File: config.mk
export PLATFORM = sky130hd
export DESIGN_NAME = sys_bus_arbiter_flat
export DESIGN_NICKNAME = d
export VERILOG_FILES = /design/src/rtl/sys_bus_arbiter_if.sv /design/src/rtl/sys_bus_arbiter.sv /design/src/flat_wrapper.sv
export SDC_FILE = /design/constraint.sdc
export NUM_CORES = 1
export LEC_CHECK = 0
export CORE_UTILIZATION = 35
export DETAILED_ROUTE_END_ITERATION = 6
export GPL_TIMING_DRIVEN = 0
export PLACE_DENSITY = 0.85
export SYNTH_ARGS = -nofsm -noshare
export SYNTH_HDL_FRONTEND = slang
export SYNTH_SLANG_ARGS = --single-unit
export TNS_END_PERCENT = 10
File: constraint.sdc
create_clock -name clk -period 1.5 [get_ports clk]
set_input_delay 0.15 -clock clk [delete_from_list [all_inputs] [get_ports clk]]
set_output_delay 0.15 -clock clk [all_outputs]
set_load 0.01 [all_outputs]
File: src/rtl/sys_bus_arbiter_if.sv
`default_nettype none
// ============================================================================
//  Module   : sys_bus_arbiter_if
//  Purpose  : Two-master request/ack bundle plus bridge-side bus for the
//             sys_bus_arbiter.
//  Revision : 1.0  initial release
// ============================================================================
interface sys_bus_arbiter_if;
    logic        m0_req;
    logic [31:0] m0_addr;
    logic [31:0] m0_din;
    logic [3:0]  m0_BE;
    logic        m0_wr;
    logic        m0_ack;
    logic [31:0] m0_rdata;
    logic        m0_err;

    logic        m1_req;
    logic [31:0] m1_addr;
    logic [31:0] m1_din;
    logic [3:0]  m1_BE;
    logic        m1_wr;
    logic        m1_ack;
    logic [31:0] m1_rdata;
    logic        m1_err;

    logic [31:0] bus_addr;
    logic [31:0] bus_din;
    logic [3:0]  bus_BE;
    logic        bus_wr;
    logic [31:0] bus_dout;

    // Environment side: both masters and the bridge read-data return
    modport master (
        output m0_req, m0_addr, m0_din, m0_BE, m0_wr,
        input  m0_ack, m0_rdata, m0_err,
        output m1_req, m1_addr, m1_din, m1_BE, m1_wr,
        input  m1_ack, m1_rdata, m1_err,
        input  bus_addr, bus_din, bus_BE, bus_wr,
        output bus_dout
    );

    modport slave (
        input  m0_req, m0_addr, m0_din, m0_BE, m0_wr,
        output m0_ack, m0_rdata, m0_err,
        input  m1_req, m1_addr, m1_din, m1_BE, m1_wr,
        output m1_ack, m1_rdata, m1_err,
        output bus_addr, bus_din, bus_BE, bus_wr,
        input  bus_dout
    );
endinterface
`default_nettype wire

File: src/rtl/sys_bus_arbiter.sv
`default_nettype none
// ============================================================================
//  Module   : sys_bus_arbiter
//  Purpose  : Round-robin arbiter granting a CPU data port (m0) and a DMA
//             engine (m1) single-cycle access to a shared bridge bus.
//  Revision : 1.0  initial release
// ============================================================================
module sys_bus_arbiter #(
    parameter logic [15:0] DM_BASE_HI = 16'h0000,
    parameter logic [15:0] IO_BASE_HI = 16'h7F00
) (
    input  wire logic         clk,
    input  wire logic         rst_n,
    sys_bus_arbiter_if.slave  arb_bus
);

    localparam logic [1:0] c_IDLE = 2'd0;
    localparam logic [1:0] c_ACC  = 2'd1;
    localparam logic [1:0] c_RESP = 2'd2;

    logic [1:0]  r_state;
    logic        r_rr;
    logic        r_gnt;
    logic [31:0] r_addr;
    logic [31:0] r_din;
    logic [3:0]  r_be;
    logic        r_wr;
    logic        r_err;

    logic        r_m0_ack;
    logic        r_m0_err;
    logic [31:0] r_m0_rdata;
    logic        r_m1_ack;
    logic        r_m1_err;
    logic [31:0] r_m1_rdata;

    logic        w_win;
    logic        w_other_req;
    logic        w_grant;
    logic        w_sel;
    logic [31:0] w_sel_addr;
    logic [31:0] w_sel_din;
    logic [3:0]  w_sel_be;
    logic        w_sel_wr;
    logic        w_sel_unmapped;
    logic [31:0] w_resp;

    // With both masters requesting, rr names the winner; otherwise the lone requester wins
    assign w_win       = (arb_bus.m0_req && arb_bus.m1_req) ? r_rr : arb_bus.m1_req;
    assign w_other_req = r_gnt ? arb_bus.m0_req : arb_bus.m1_req;

    always_comb begin
        w_grant = 1'b0;
        w_sel   = 1'b0;
        case (r_state)
            c_IDLE: begin
                w_grant = arb_bus.m0_req || arb_bus.m1_req;
                w_sel   = w_win;
            end
            c_RESP: begin
                w_grant = w_other_req;
                w_sel   = ~r_gnt;
            end
            default: begin
                w_grant = 1'b0;
                w_sel   = 1'b0;
            end
        endcase
    end

    assign w_sel_addr     = w_sel ? arb_bus.m1_addr : arb_bus.m0_addr;
    assign w_sel_din      = w_sel ? arb_bus.m1_din  : arb_bus.m0_din;
    assign w_sel_be       = w_sel ? arb_bus.m1_BE   : arb_bus.m0_BE;
    assign w_sel_wr       = w_sel ? arb_bus.m1_wr   : arb_bus.m0_wr;
    assign w_sel_unmapped = (w_sel_addr[31:16] != DM_BASE_HI) &&
                            (w_sel_addr[31:16] != IO_BASE_HI);

    assign w_resp = r_wr  ? 32'h0000_0000 :
                    r_err ? 32'hFFFF_FFFF : arb_bus.bus_dout;

    always_ff @(posedge clk) begin
        if (!rst_n) begin
            r_state    <= c_IDLE;
            r_rr       <= 1'b0;
            r_gnt      <= 1'b0;
            r_addr     <= 32'h0;
            r_din      <= 32'h0;
            r_be       <= 4'h0;
            r_wr       <= 1'b0;
            r_err      <= 1'b0;
            r_m0_ack   <= 1'b0;
            r_m0_err   <= 1'b0;
            r_m0_rdata <= 32'h0;
            r_m1_ack   <= 1'b0;
            r_m1_err   <= 1'b0;
            r_m1_rdata <= 32'h0;
        end else begin
            r_m0_ack <= 1'b0;
            r_m0_err <= 1'b0;
            r_m1_ack <= 1'b0;
            r_m1_err <= 1'b0;

            case (r_state)
                c_IDLE: r_state <= w_grant ? c_ACC : c_IDLE;
                c_ACC: begin
                    r_state <= c_RESP;
                    // Response registers are loaded here so the ack appears in RESP
                    if (r_gnt) begin
                        r_m1_ack   <= 1'b1;
                        r_m1_err   <= r_err;
                        r_m1_rdata <= w_resp;
                    end else begin
                        r_m0_ack   <= 1'b1;
                        r_m0_err   <= r_err;
                        r_m0_rdata <= w_resp;
                    end
                end
                c_RESP:  r_state <= w_grant ? c_ACC : c_IDLE;
                default: r_state <= c_IDLE;
            endcase

            if (w_grant) begin
                r_gnt  <= w_sel;
                r_rr   <= ~w_sel;
                r_addr <= w_sel_addr;
                r_din  <= w_sel_din;
                r_be   <= w_sel_be;
                r_wr   <= w_sel_wr;
                r_err  <= w_sel_unmapped;
            end
        end
    end

    // Unmapped writes never reach the bridge
    assign arb_bus.bus_wr   = (r_state == c_ACC) && r_wr && !r_err;
    assign arb_bus.bus_addr = r_addr;
    assign arb_bus.bus_din  = r_din;
    assign arb_bus.bus_BE   = r_be;

    assign arb_bus.m0_ack   = r_m0_ack;
    assign arb_bus.m0_err   = r_m0_err;
    assign arb_bus.m0_rdata = r_m0_rdata;
    assign arb_bus.m1_ack   = r_m1_ack;
    assign arb_bus.m1_err   = r_m1_err;
    assign arb_bus.m1_rdata = r_m1_rdata;

endmodule
`default_nettype wire

File: src/flat_wrapper.sv
// flat-port wrapper written by rule: the top's interface ports become plain ports
module sys_bus_arbiter_flat 
#(
    parameter logic [15:0] DM_BASE_HI = 16'h0000,
    parameter logic [15:0] IO_BASE_HI = 16'h7F00
)
  (clk, rst_n, arb_bus_m0_req, arb_bus_m0_addr, arb_bus_m0_din, arb_bus_m0_BE, arb_bus_m0_wr, arb_bus_m0_ack, arb_bus_m0_rdata, arb_bus_m0_err, arb_bus_m1_req, arb_bus_m1_addr, arb_bus_m1_din, arb_bus_m1_BE, arb_bus_m1_wr, arb_bus_m1_ack, arb_bus_m1_rdata, arb_bus_m1_err, arb_bus_bus_addr, arb_bus_bus_din, arb_bus_bus_BE, arb_bus_bus_wr, arb_bus_bus_dout);
  sys_bus_arbiter_if arb_bus_i ();
  input  wire logic clk;
  input  wire logic rst_n;
  input wire logic [$bits(arb_bus_i.m0_req)-1:0] arb_bus_m0_req;
  input wire logic [$bits(arb_bus_i.m0_addr)-1:0] arb_bus_m0_addr;
  input wire logic [$bits(arb_bus_i.m0_din)-1:0] arb_bus_m0_din;
  input wire logic [$bits(arb_bus_i.m0_BE)-1:0] arb_bus_m0_BE;
  input wire logic [$bits(arb_bus_i.m0_wr)-1:0] arb_bus_m0_wr;
  output wire logic [$bits(arb_bus_i.m0_ack)-1:0] arb_bus_m0_ack;
  output wire logic [$bits(arb_bus_i.m0_rdata)-1:0] arb_bus_m0_rdata;
  output wire logic [$bits(arb_bus_i.m0_err)-1:0] arb_bus_m0_err;
  input wire logic [$bits(arb_bus_i.m1_req)-1:0] arb_bus_m1_req;
  input wire logic [$bits(arb_bus_i.m1_addr)-1:0] arb_bus_m1_addr;
  input wire logic [$bits(arb_bus_i.m1_din)-1:0] arb_bus_m1_din;
  input wire logic [$bits(arb_bus_i.m1_BE)-1:0] arb_bus_m1_BE;
  input wire logic [$bits(arb_bus_i.m1_wr)-1:0] arb_bus_m1_wr;
  output wire logic [$bits(arb_bus_i.m1_ack)-1:0] arb_bus_m1_ack;
  output wire logic [$bits(arb_bus_i.m1_rdata)-1:0] arb_bus_m1_rdata;
  output wire logic [$bits(arb_bus_i.m1_err)-1:0] arb_bus_m1_err;
  output wire logic [$bits(arb_bus_i.bus_addr)-1:0] arb_bus_bus_addr;
  output wire logic [$bits(arb_bus_i.bus_din)-1:0] arb_bus_bus_din;
  output wire logic [$bits(arb_bus_i.bus_BE)-1:0] arb_bus_bus_BE;
  output wire logic [$bits(arb_bus_i.bus_wr)-1:0] arb_bus_bus_wr;
  input wire logic [$bits(arb_bus_i.bus_dout)-1:0] arb_bus_bus_dout;
  assign arb_bus_i.m0_req = arb_bus_m0_req;
  assign arb_bus_i.m0_addr = arb_bus_m0_addr;
  assign arb_bus_i.m0_din = arb_bus_m0_din;
  assign arb_bus_i.m0_BE = arb_bus_m0_BE;
  assign arb_bus_i.m0_wr = arb_bus_m0_wr;
  assign arb_bus_m0_ack = arb_bus_i.m0_ack;
  assign arb_bus_m0_rdata = arb_bus_i.m0_rdata;
  assign arb_bus_m0_err = arb_bus_i.m0_err;
  assign arb_bus_i.m1_req = arb_bus_m1_req;
  assign arb_bus_i.m1_addr = arb_bus_m1_addr;
  assign arb_bus_i.m1_din = arb_bus_m1_din;
  assign arb_bus_i.m1_BE = arb_bus_m1_BE;
  assign arb_bus_i.m1_wr = arb_bus_m1_wr;
  assign arb_bus_m1_ack = arb_bus_i.m1_ack;
  assign arb_bus_m1_rdata = arb_bus_i.m1_rdata;
  assign arb_bus_m1_err = arb_bus_i.m1_err;
  assign arb_bus_bus_addr = arb_bus_i.bus_addr;
  assign arb_bus_bus_din = arb_bus_i.bus_din;
  assign arb_bus_bus_BE = arb_bus_i.bus_BE;
  assign arb_bus_bus_wr = arb_bus_i.bus_wr;
  assign arb_bus_i.bus_dout = arb_bus_bus_dout;
  sys_bus_arbiter #(.DM_BASE_HI(DM_BASE_HI), .IO_BASE_HI(IO_BASE_HI)) u_core (.clk(clk), .rst_n(rst_n), .arb_bus(arb_bus_i));
endmodule
==> results by group, run 1 <==
Synthesis
  – Syn_area_per_cell: 8.23 µm²
  – Synth area leaders: dfxtp_1 50%, nand2_1 9.7%, nor2_1 9.6%, a222oi_1 9.4%, a21oi_1 5.9%
  – Yosys top cell area share: 50.5%
  – Synthesized flop and latch total: 142
  – Post-synth EDFFs: 0
  – Most used DFF post-synth: dfxtp_1
  – Mux contribution to synthesized area: 0.355%
  – Synth async-reset ratio: 0%
  – Post-Syn Nets: 858
  – Compound-gate portion of the synthesized area: 20.7%
  – Adder-cell share of the synthesized area: 0%
  – Cell accounting for the most synthesized area: dfxtp_1
  – Yosys cell types: 33
  – Ys Warns: 0
  – Synth Area in Simple Gates: 22.2%
  – Mapped Cells: 684
  – Mapped cell area: 5630 µm²
  – Register area share after synthesis: 50.5%
  – Synth Area in XOR/XNOR: 0%
  – Largest family of logic cells by synthesized area: simple AND/OR/NAND/NOR gates

Die
  – Initial Utilization: 35.7%
  – Core area: 15,800 µm²
  – Die Y: 129 µm
  – FP Rows: 46
  – Die ar.: 16,600 µm²
  – Die W: 129 µm
  – # IOs: 311

Timing
  – Min Hold Slack: 341 ps
  – TNS Setup: -13,740 ps
  – Period minus WS final: 1750 ps
  – Slew margin rel.: 65.3%
  – Fin. max-slew vios: 0
  – Worst Skew: 8.70 ps
  – Hold Fails Final Rpt: 0
  – Fmax: 570 MHz
  – Worst Tran Pin Value: 521 ps
  – RSZ-0062 raised after global routing: yes
  – Final period utilization: 117%
  – Final WS setup: -253 ps
  – # setup viols final: 100

CTS
  – Worst skew pair latency: 410 ps
  – H-tree levels: 4
  – Clk pin slew, worst setup/hold paths: 60 ps
  – Clock sinks: 142
  – Inserted Clock Buffers: 17
  – Max Root-Sink Buffers: 2
  – TritonCTS clock tree: built
  – Post-CTS Hold Fix Bufs: 0
  – Root Driver: clkbuf_16

Drt
  – Detailed Routing Iterations Pass 1: 7
  – Residual DRC: 0
  – Antenna-violating nets left: 0
  – Vias per inst: 5.13
  – Post-DR wirelength/cell: 17.2 µm
  – Via count: 6,379
  – Iter 0 DRT Violations: 494
  – Total Wirelength: 21.4 mm

Placement
  – GPL Wtd Cong: 0.867
  – DPL Wire Length: 15.8 mm
  – Dpl cells: 1,210
  – Pre-CTS setup slack: -685 ps
  – Area after DPL: 9020 µm²
  – Port buffer count: 310

Global routing
  – Vias in the first global route: 6,130
  – Total GRT Usage: 25.3%
  – Antenna violations before repair: 2
  – Grt ovf: 0
  – Wire length of the first global-routing pass: 32.2 mm
  – Largest net degree at the start of global routing: 17

Critical path
  – Crit end category: flip-flop
  – Crit Path Class: reg2reg
  – Critical Path RT: 1780 ps
  – Crit-path max FO: 10
  – Critical Path Start Type: flip-flop
  – WP data arrival: 2030 ps

Worst hold path
  – Worst Hold Class: in2reg

Power and ir drop
  – Overall Power: 11.2 mW
  – LEAKAGE: 4.06 nW
  – Peak supply drop: 0.684 mV
  – PwrDens: 1140 nW/µm²

Cells and area
  – Fillers: 1,368
  – Area Growth Syn to Fin: 74.4%
  – Non-filler instance count after layout: 1,243
  – Final net count: 1,186
  – Layout cells sized above 1: 8.98%
  – Design area: 9820 µm²
  – Fin util: 62.3%

Status
  – Failing checks: negative setup slack
  – Status: finished with violations

Run
  – Max Cap Violations: 0
-- final cells by class --
cell class	count	area (µm²)	share of cell area, %
timing repair buffer	313	3190	32.5
sequential	142	2850	29.0
multi-input combinational	474	2460	25.1
clock buffer	18	429	4.37
buffer	60	403	4.10
tap	216	270	2.75
clock inverter	14	191	1.95
inverter	4	18.8	0.191
antenna	2	5.00	0.0510
-- routing by layer --
layer  wire [µm]  global-route usage (%)  up-vias
met5           0                       0        -
met4         542                    11.6        0
met3        1720                    7.19       44
met2       10900                    44.4      298
met1        8280                    28.5     2966
li1            -                       -     3071
-- synth_stat cells, drive strengths merged, types with 2 or more instances --
cell type / count
a21oi: 67
a222oi: 53
a311oi: 15
buf: 29
clkbuf: 35
dfxtp: 142
inv: 4
mux2i: 2
nand2: 146
nand2b: 2
nand3: 2
nand4: 2
nor2: 145
nor3: 3
nor4: 6
o211ai: 2
o21ai: 18
or4: 2
-- worst paths after layout --
check	from	endpoint	slack [ps]	cells past startpoint
max	u_core.r_gnt	u_core.arb_bus.bus_din[25]	-250	7
max reg2reg	u_core.r_gnt	u_core.arb_bus.bus_din[25]	-250	7
min reg2reg	u_core.arb_bus.m0_rdata[28]	u_core.arb_bus.m0_rdata[28]	450	2
min	arb_bus_m1_addr[20]	u_core.arb_bus.bus_addr[20]	340	3
-- where the power goes --
part           switching, mW  internal, mW
clock                   1.69          2.79
combinational           1.14          1.32
sequential             0.179          4.07
-- cell families after synthesis --
family,count (synthesis)
compound gates,159
buf+inv,68
flops,142
mux,2
simple gates,313
-- worst max-delay path: stages (launching register included) --
cell	delay, ps
dfxtp_1	310
buf_6	140
mux2i_2	170
a211o_1	290
buf_6	160
buf_6	150
a222oi_1	310
nor2_1	80
-- flip-flops by register name, summed over array words and instances, names as in the netlist, 2 cells and up --
signal,count
u_core.arb_bus.bus_addr,32
u_core.arb_bus.bus_din,32
u_core.arb_bus.m0_rdata,32
u_core.arb_bus.m1_rdata,32
u_core.arb_bus.bus_BE,4
u_core.r_state,2
-- layout by cell type, fill, tap and decap left out, types with 3 or more instances in the layout --
cell type        count
buf_2                8
o21ai_0              7
a222oi_1            53
a311oi_1            15
clkbuf_4             4
buf_6               12
clkbuf_16           17
dfxtp_1            139
nand2_1            145
dlymetal6s2s_1      29
buf_4               15
clkdlybuf4s50_1    273
clkinv_2             3
dlygate4sd2_1        7
bufinv_16            4
a21oi_1             66
clkinvlp_4           5
clkbuf_1            19
nor4_1               6
clkbuf_2             5
nor2_1             144
o21ai_1             10
inv_1                3
-- what timing repair did --
item / 4_1_cts / 5_1_grt
setup endpoints to repair: 149 / 168
buffers inserted: 1 / 1
resized for setup: 42 / 44
gates cloned: 0 / 1
pin swaps: 10 / 29
Note: power is estimated with default switching activity, not from simulation.
==> run 2, diff against run 1 <==
--- a/config.mk
+++ b/config.mk
@@ -9,6 +9,7 @@
 export DETAILED_ROUTE_END_ITERATION = 6
 export GPL_TIMING_DRIVEN = 0
 export PLACE_DENSITY = 0.85
+export SETUP_SLACK_MARGIN = 0.4
 export SYNTH_ARGS = -nofsm -noshare
 export SYNTH_HDL_FRONTEND = slang
 export SYNTH_SLANG_ARGS = --single-unit
==> run 2 against run 1 <==
  * The run ends with design-rule violations, negative setup slack left
  * Combinational power up 7%
  * Hold slack better by 16 ps
  * Clock power down 6.7%
  * Sequential power about the same
  * Non-clock buffer count up 23
  * Total power down 1.3%
  * Core utilization up 0.69 points
  * Die area unchanged
  * Largest cell class unchanged
  * Largest power group is now sequential cells
  * Highest routed layer unchanged
==> results by group, run 2 (same netlist as run 1, synthesis figures left out) <==
Global routing
  – Grt ovf: 0
  – Wire length of the first global-routing pass: 32.8 mm
  – Total GRT Usage: 25.7%
  – Largest net degree at the start of global routing: 17
  – Vias in the first global route: 6,434
  – Antenna violations before repair: 1

Critical path
  – CP max stage cell: dfxtp_1
  – Crit Path Class: reg2reg
  – Crit path max-delay family: compound AO/OA/AOI/OAI gates
  – CP max stage delay: 310 ps
  – Crit-path max FO: 10
  – WP data arrival: 2000 ps
  – Number of stages on the worst setup path: 7
  – Critical Path Start Type: flip-flop
  – Buf/Inv on CP: 3
  – Crit end category: flip-flop
  – Most used cell along the critical path: buf_6
  – R2R depth: 7
  – Crit-path cells: buf_6 > mux2i_4 > a211o_1 > buf_6 > buf_6 > a222oi_1 > nor2_1
  – Critical Path RT: 1790 ps

Placement
  – DPL Wire Length: 16.0 mm
  – Area after DPL: 9040 µm²
  – GPL Wtd Cong: 0.823
  – Port buffer count: 310
  – Pre-CTS setup slack: -708 ps

Status
  – Status: finished with violations
  – Failing checks: design-rule violations, negative setup slack

CTS
  – H-tree levels: 4
  – Clock sinks: 142
  – Clk pin slew, worst setup/hold paths: 60 ps
  – Root Driver: clkbuf_16
  – Post-CTS Hold Fix Bufs: 0
  – TritonCTS clock tree: built
  – Max Root-Sink Buffers: 2
  – Worst skew pair latency: 420 ps
  – Inserted Clock Buffers: 17

Power and ir drop
  – Clock power share: 37.8%
  – Sequential power share: 38.4%
  – Combinational Power Share: 23.7%
  – PwrDens: 1110 nW/µm²
  – Internal Power: 7.92 mW
  – LEAKAGE: 4.15 nW
  – Switch Pwr: 3.12 mW
  – Switch share: 28.3%
  – Peak supply drop: 0.737 mV

Die
  – Core area: 15,800 µm²
  – FP Rows: 46
  – Die Y: 129 µm
  – Die W: 129 µm
  – # IOs: 311
  – Initial Utilization: 35.7%
  – Die ar.: 16,600 µm²

Cells and area
  – Layout cells sized above 1: 26.4%
  – Final net count: 1,209
  – Most frequent cells in the layout: 173 x clkdlybuf4s50_1, 140 x nor2_1, 137 x dfxtp_1, 131 x nand2_1, 85 x buf_2
  – Commonest non-fill, non-tap cell in the layout: clkdlybuf4s50_1
  – Design area: 9930 µm²
  – Area Growth Syn to Fin: 76.3%
  – Fillers: 1,354

Drt
  – Iter 0 DRT Violations: 547
  – Routed length on met1: 8.76 mm
  – WL met2: 11.2 mm
  – Max layer used: met4
  – Post-DR wirelength/cell: 17.8 µm
  – Antenna-violating nets left: 0
  – Residual DRC: 7
  – Met3 WL post-DR: 1.81 mm
  – Detailed Routing Iterations Pass 1: 7
  – Vias per inst: 5.27
  – Via count: 6,660
  – Total Wirelength: 22.5 mm

Worst hold path
  – Worst Hold Class: in2reg
  – Worst hold path depth: 3

Timing
  – RSZ-0062 raised after global routing: yes
  – Final period utilization: 114%
  – Period minus WS final: 1700 ps
  – Worst Tran Pin Value: 610 ps
  – Fmax: 587 MHz
  – # setup viols final: 98
  – Slew margin rel.: 59.3%
  – Worst Skew: 12.2 ps
  – Hold Fails Final Rpt: 0
  – Final WS setup: -204 ps
  – Fin. max-slew vios: 0

Run
  – Max Cap Violations: 0
[run 2: changes by cell type in the layout (fill, tap and decap cells not counted), moves of 11 or more]
| cell | delta |
|---|---|
| dlymetal6s2s_1 | -19 |
| nand2_1 | -14 |
| buf_2 | +77 |
| clkdlybuf4s15_2 | +34 |
| clkdlybuf4s50_1 | -100 |
| buf_6 | +17 |
| nand2_2 | +11 |
[run 2: cell type report]
type | instances | area (µm²) | area share, %
repair buffers | 332 | 2970 | 29.9
flip-flops and latches | 142 | 2850 | 28.7
multi-input cells | 474 | 2640 | 26.6
plain buffers | 64 | 594 | 5.99
clock buffers | 18 | 439 | 4.42
well taps | 216 | 270 | 2.72
clock inverters | 13 | 139 | 1.40
inverters | 4 | 21.3 | 0.214
diodes | 1 | 2.50 | 0.0252
[run 2: power by group through the flow]
| stage | sequential [mW] | clock, mW | combinational [mW] |
|---|---|---|---|
| 2_1_floorplan | 4.43 | 0 | 0.975 |
| 3_3_place_gp | 4.30 | 0 | 2.41 |
| 3_5_place_dp | 4.31 | 0 | 2.44 |
| 4_1_cts | 4.23 | 4.23 | 2.37 |
| 5_1_grt | 4.27 | 4.40 | 2.80 |
| 6_report | 4.25 | 4.18 | 2.62 |
[run 2: tightest hold or removal path: cells and delay by family]
kind	cells	cell delay [ps]
simple gates	1	70
buf+inv	1	430
compound gates	1	80
[run 2: worst paths after layout]
path / end / slack (ps) / from
worst min-delay path: u_core.arb_bus.bus_addr[21] / 360 / arb_bus_m1_addr[21]
worst max register to register: u_core.arb_bus.bus_din[13] / -200 / u_core.r_gnt
worst max-delay path: u_core.arb_bus.bus_din[13] / -200 / u_core.r_gnt
worst min register to register: u_core.arb_bus.m1_rdata[27] / 450 / u_core.arb_bus.m1_rdata[27]
[run 2: repair_timing]
item	4_1_cts	5_1_grt
gates resized for setup	508	109
buffers inserted	6	10
pin swaps	16	27
cloned	1	5
endpoints found under the setup margin	278	205
[run 2: layer usage]
layer | vias up | track usage [%]
li1 | 3123 | -
met1 | 3141 | 28.6
met2 | 340 | 44.0
met3 | 56 | 6.94
met4 | 0 | 15.2
met5 | - | 0
[run 2: stage by stage]
| stage | cells | total power, mW | hold WS, ps | TNS [ps] | util [%] |
|---|---|---|---|---|---|
| floorplan | 684 | 5.40 | 286 | 0 | - |
| global placement | 1210 | 6.71 | 442 | -62040 | 57.3 |
| detailed placement | 1210 | 6.75 | 447 | -64880 | 57.3 |
| CTS | 1248 | 10.8 | 320 | -12640 | 60.2 |
| global route | 1264 | 11.5 | 360 | -19030 | 63.0 |
| finish | 1264 | 11.0 | 357 | -10620 | 63.0 |
==> run 3, diff against run 2 <==
--- a/config.mk
+++ b/config.mk
@@ -5,10 +5,12 @@
 export SDC_FILE = /design/constraint.sdc
 export NUM_CORES = 1
 export LEC_CHECK = 0
-export CORE_UTILIZATION = 35
+export CORE_UTILIZATION = 39
 export DETAILED_ROUTE_END_ITERATION = 6
 export GPL_TIMING_DRIVEN = 0
-export PLACE_DENSITY = 0.85
+export MAX_ROUTING_LAYER = met4
+export PLACE_DENSITY = 0.89
+export REMOVE_ABC_BUFFERS = 1
 export SETUP_SLACK_MARGIN = 0.4
 export SYNTH_ARGS = -nofsm -noshare
 export SYNTH_HDL_FRONTEND = slang
==> constraint.sdc (replaced) <==
create_clock -name clk -period 1.8 [get_ports clk]
set_input_delay 0.18 -clock clk [delete_from_list [all_inputs] [get_ports clk]]
set_output_delay 0.18 -clock clk [all_outputs]
set_load 0.01 [all_outputs]
==> run 3 against run 2 <==
  * The flow finishes with violations (negative setup slack)
  * Sequential power fell by 16%
  * Final cell count fell by 5.9%
  * Setup slack improved by 180 ps
  * Clock skew fell by 3.8 ps
  * First-iteration DRC count rose by 72%
  * Count of clock-buffer cells in the layout rose by 4
  * Cell area rose by 3.8%
  * Core utilization rose by 11 points
  * Combinational power fell by 14%
  * Maximum frequency fell by 6.5%
  * Critical endpoint is now u_core.arb_bus.bus_addr[27]
  * Largest cell class unchanged
  * Largest power group unchanged
==> results by group, run 3 (same netlist as run 1, synthesis figures left out) <==
Die
  – Die Y: 122 µm
  – # IOs: 311
  – Die ar.: 14,900 µm²
  – FP Rows: 43
  – Core area: 14,000 µm²
  – Initial Utilization: 40.3%
  – Die W: 122 µm

Global routing
  – Vias in the first global route: 6,040
  – Total GRT Usage: 29.0%
  – Wire length of the first global-routing pass: 31.9 mm
  – Antenna violations before repair: 1
  – Largest net degree at the start of global routing: 72
  – Grt ovf: 0

Run
  – Max Cap Violations: 0

Drt
  – Via count: 6,632
  – Met3 WL post-DR: 2.22 mm
  – Max layer used: met4
  – Iter 0 DRT Violations: 943
  – Routed length on met1: 8.86 mm
  – Vias per inst: 5.58
  – Antenna-violating nets left: 0
  – Total Wirelength: 23.8 mm
  – Residual DRC: 0
  – WL met2: 11.5 mm
  – Post-DR wirelength/cell: 20.0 µm
  – Detailed Routing Iterations Pass 1: 7

CTS
  – Max Root-Sink Buffers: 2
  – Inserted Clock Buffers: 17
  – Clk pin slew, worst setup/hold paths: 60 ps
  – TritonCTS clock tree: built
  – Root Driver: clkbuf_16
  – Post-CTS Hold Fix Bufs: 0
  – Worst skew pair latency: 410 ps
  – Clock sinks: 142
  – H-tree levels: 4

Critical path
  – R2R Setup Slk: -20 ps
  – WP data arrival: 2130 ps
  – Critical Path Start Type: flip-flop
  – CP max stage delay: 380 ps
  – R2R depth: 7
  – Critical Path RT: 2110 ps
  – Crit-path max FO: 7
  – Number of stages on the worst setup path: 7
  – Crit Path Class: reg2reg
  – Crit end category: flip-flop
  – Crit-path cells: mux2i_4 > buf_12 > a211oi_4 > buf_6 > clkbuf_16 > nor2_1 > a311oi_1
  – Crit path max-delay family: compound AO/OA/AOI/OAI gates
  – CP max stage cell: dfxtp_4
  – Buf/Inv on CP: 3

Cells and area
  – Final net count: 1,169
  – Commonest non-fill, non-tap cell in the layout: clkdlybuf4s50_1
  – Most frequent cells in the layout: 173 x clkdlybuf4s50_1, 144 x nand2_1, 139 x nor2_1, 136 x dlymetal6s2s_1, 136 x dfxtp_1
  – Area Growth Syn to Fin: 82.9%
  – Layout cells sized above 1: 10.1%
  – Fin util: 73.6%

Timing
  – # setup viols final: 1
  – Fmax: 549 MHz
  – Hold Fails Final Rpt: 0
  – Fin. max-slew vios: 0
  – Min Hold Slack: 372 ps
  – Final period utilization: 101%
  – Slew margin rel.: 48.5%
  – Worst Skew: 8.43 ps
  – RSZ-0062 raised after global routing: yes
  – Period minus WS final: 1820 ps
  – Final WS setup: -23.0 ps
  – Worst Tran Pin Value: 769 ps

Power and ir drop
  – LEAKAGE: 5.92 nW
  – PwrDens: 905 nW/µm²
  – Peak supply drop: 0.550 mV

Placement
  – Pre-CTS setup slack: -1120 ps
  – DPL Wire Length: 14.1 mm
  – Port buffer count: 310
  – GPL Wtd Cong: 0.879

Status
  – Failing checks: negative setup slack
  – Status: finished with violations

Worst hold path
  – Worst hold path depth: 3
  – Worst Hold Class: in2reg
## run 3: cell types whose count changed in the layout (fill, tap and decap cells not counted), sizes merged, moves of 2 or more
cell and change:
diode +2, inv -2, clkinvlp -3, clkdlybuf4s15 -34, clkbuf -28, buf -100, dlygate4sd2 -2, dlymetal6s2s +126
## run 3: layout make-up
class / instances / area (µm²)
Clock inverter: 8 / 115
Inverter: 4 / 20.0
Multi-Input combinational cell: 476 / 2550
Timing Repair Buffer: 354 / 4050
Clock buffer: 22 / 464
Tap cell: 180 / 225
Antenna cell: 3 / 7.51
Sequential cell: 142 / 2860
Fill cell: 943 / 3690
## run 3: where the power goes
part / total, mW / switching [mW] / internal (mW)
Sequential: 3.55 / 0.156 / 3.39
Combinational: 2.25 / 1.05 / 1.20
Clock: 3.53 / 1.31 / 2.23
Total: 9.33 / 2.51 / 6.82
## run 3: layer usage
| metal | vias to the layer above | track usage [%] |
|---|---|---|
| li1 | 3039 | - |
| met1 | 3063 | 34.1 |
| met2 | 443 | 45.0 |
| met3 | 87 | 7.26 |
| met4 | 0 | 16.4 |
| met5 | - | - |
## run 3: what timing repair did
item	in CTS	in global routing
resized for setup	29	157
pin swaps	3	48
setup buffers	10	20
setup endpoints to repair	278	276
cloned	1	7
## run 3: worst paths after layout
check / from / end
setup reg to reg: u_core.r_gnt / u_core.arb_bus.bus_addr[27]
hold reg to reg: u_core.arb_bus.m0_rdata[31] / u_core.arb_bus.m0_rdata[31]
setup / recovery: u_core.r_gnt / u_core.arb_bus.bus_addr[27]
hold / removal: arb_bus_m1_addr[18] / u_core.arb_bus.bus_addr[18]
## run 3: worst reg2reg max path: stages, from the launching register on
cell and delay, ps:
dfxtp_4 380, mux2i_4 220, buf_12 150, a211oi_4 340
buf_6 160, clkbuf_16 140, nor2_1 40, a311oi_1 290
## run 3: stage by stage
step	cells	area (µm²)	setup TNS (ps)	total power [mW]
after floorplan	620	5290	-104150	4.38
after global placement	1110	8620	-317540	5.45
after detailed placement	1118	8790	-92250	5.54
after CTS	1159	9530	0	9.14
after global routing	1187	10300	-871	9.66
final	1189	10300	-23.0	9.33
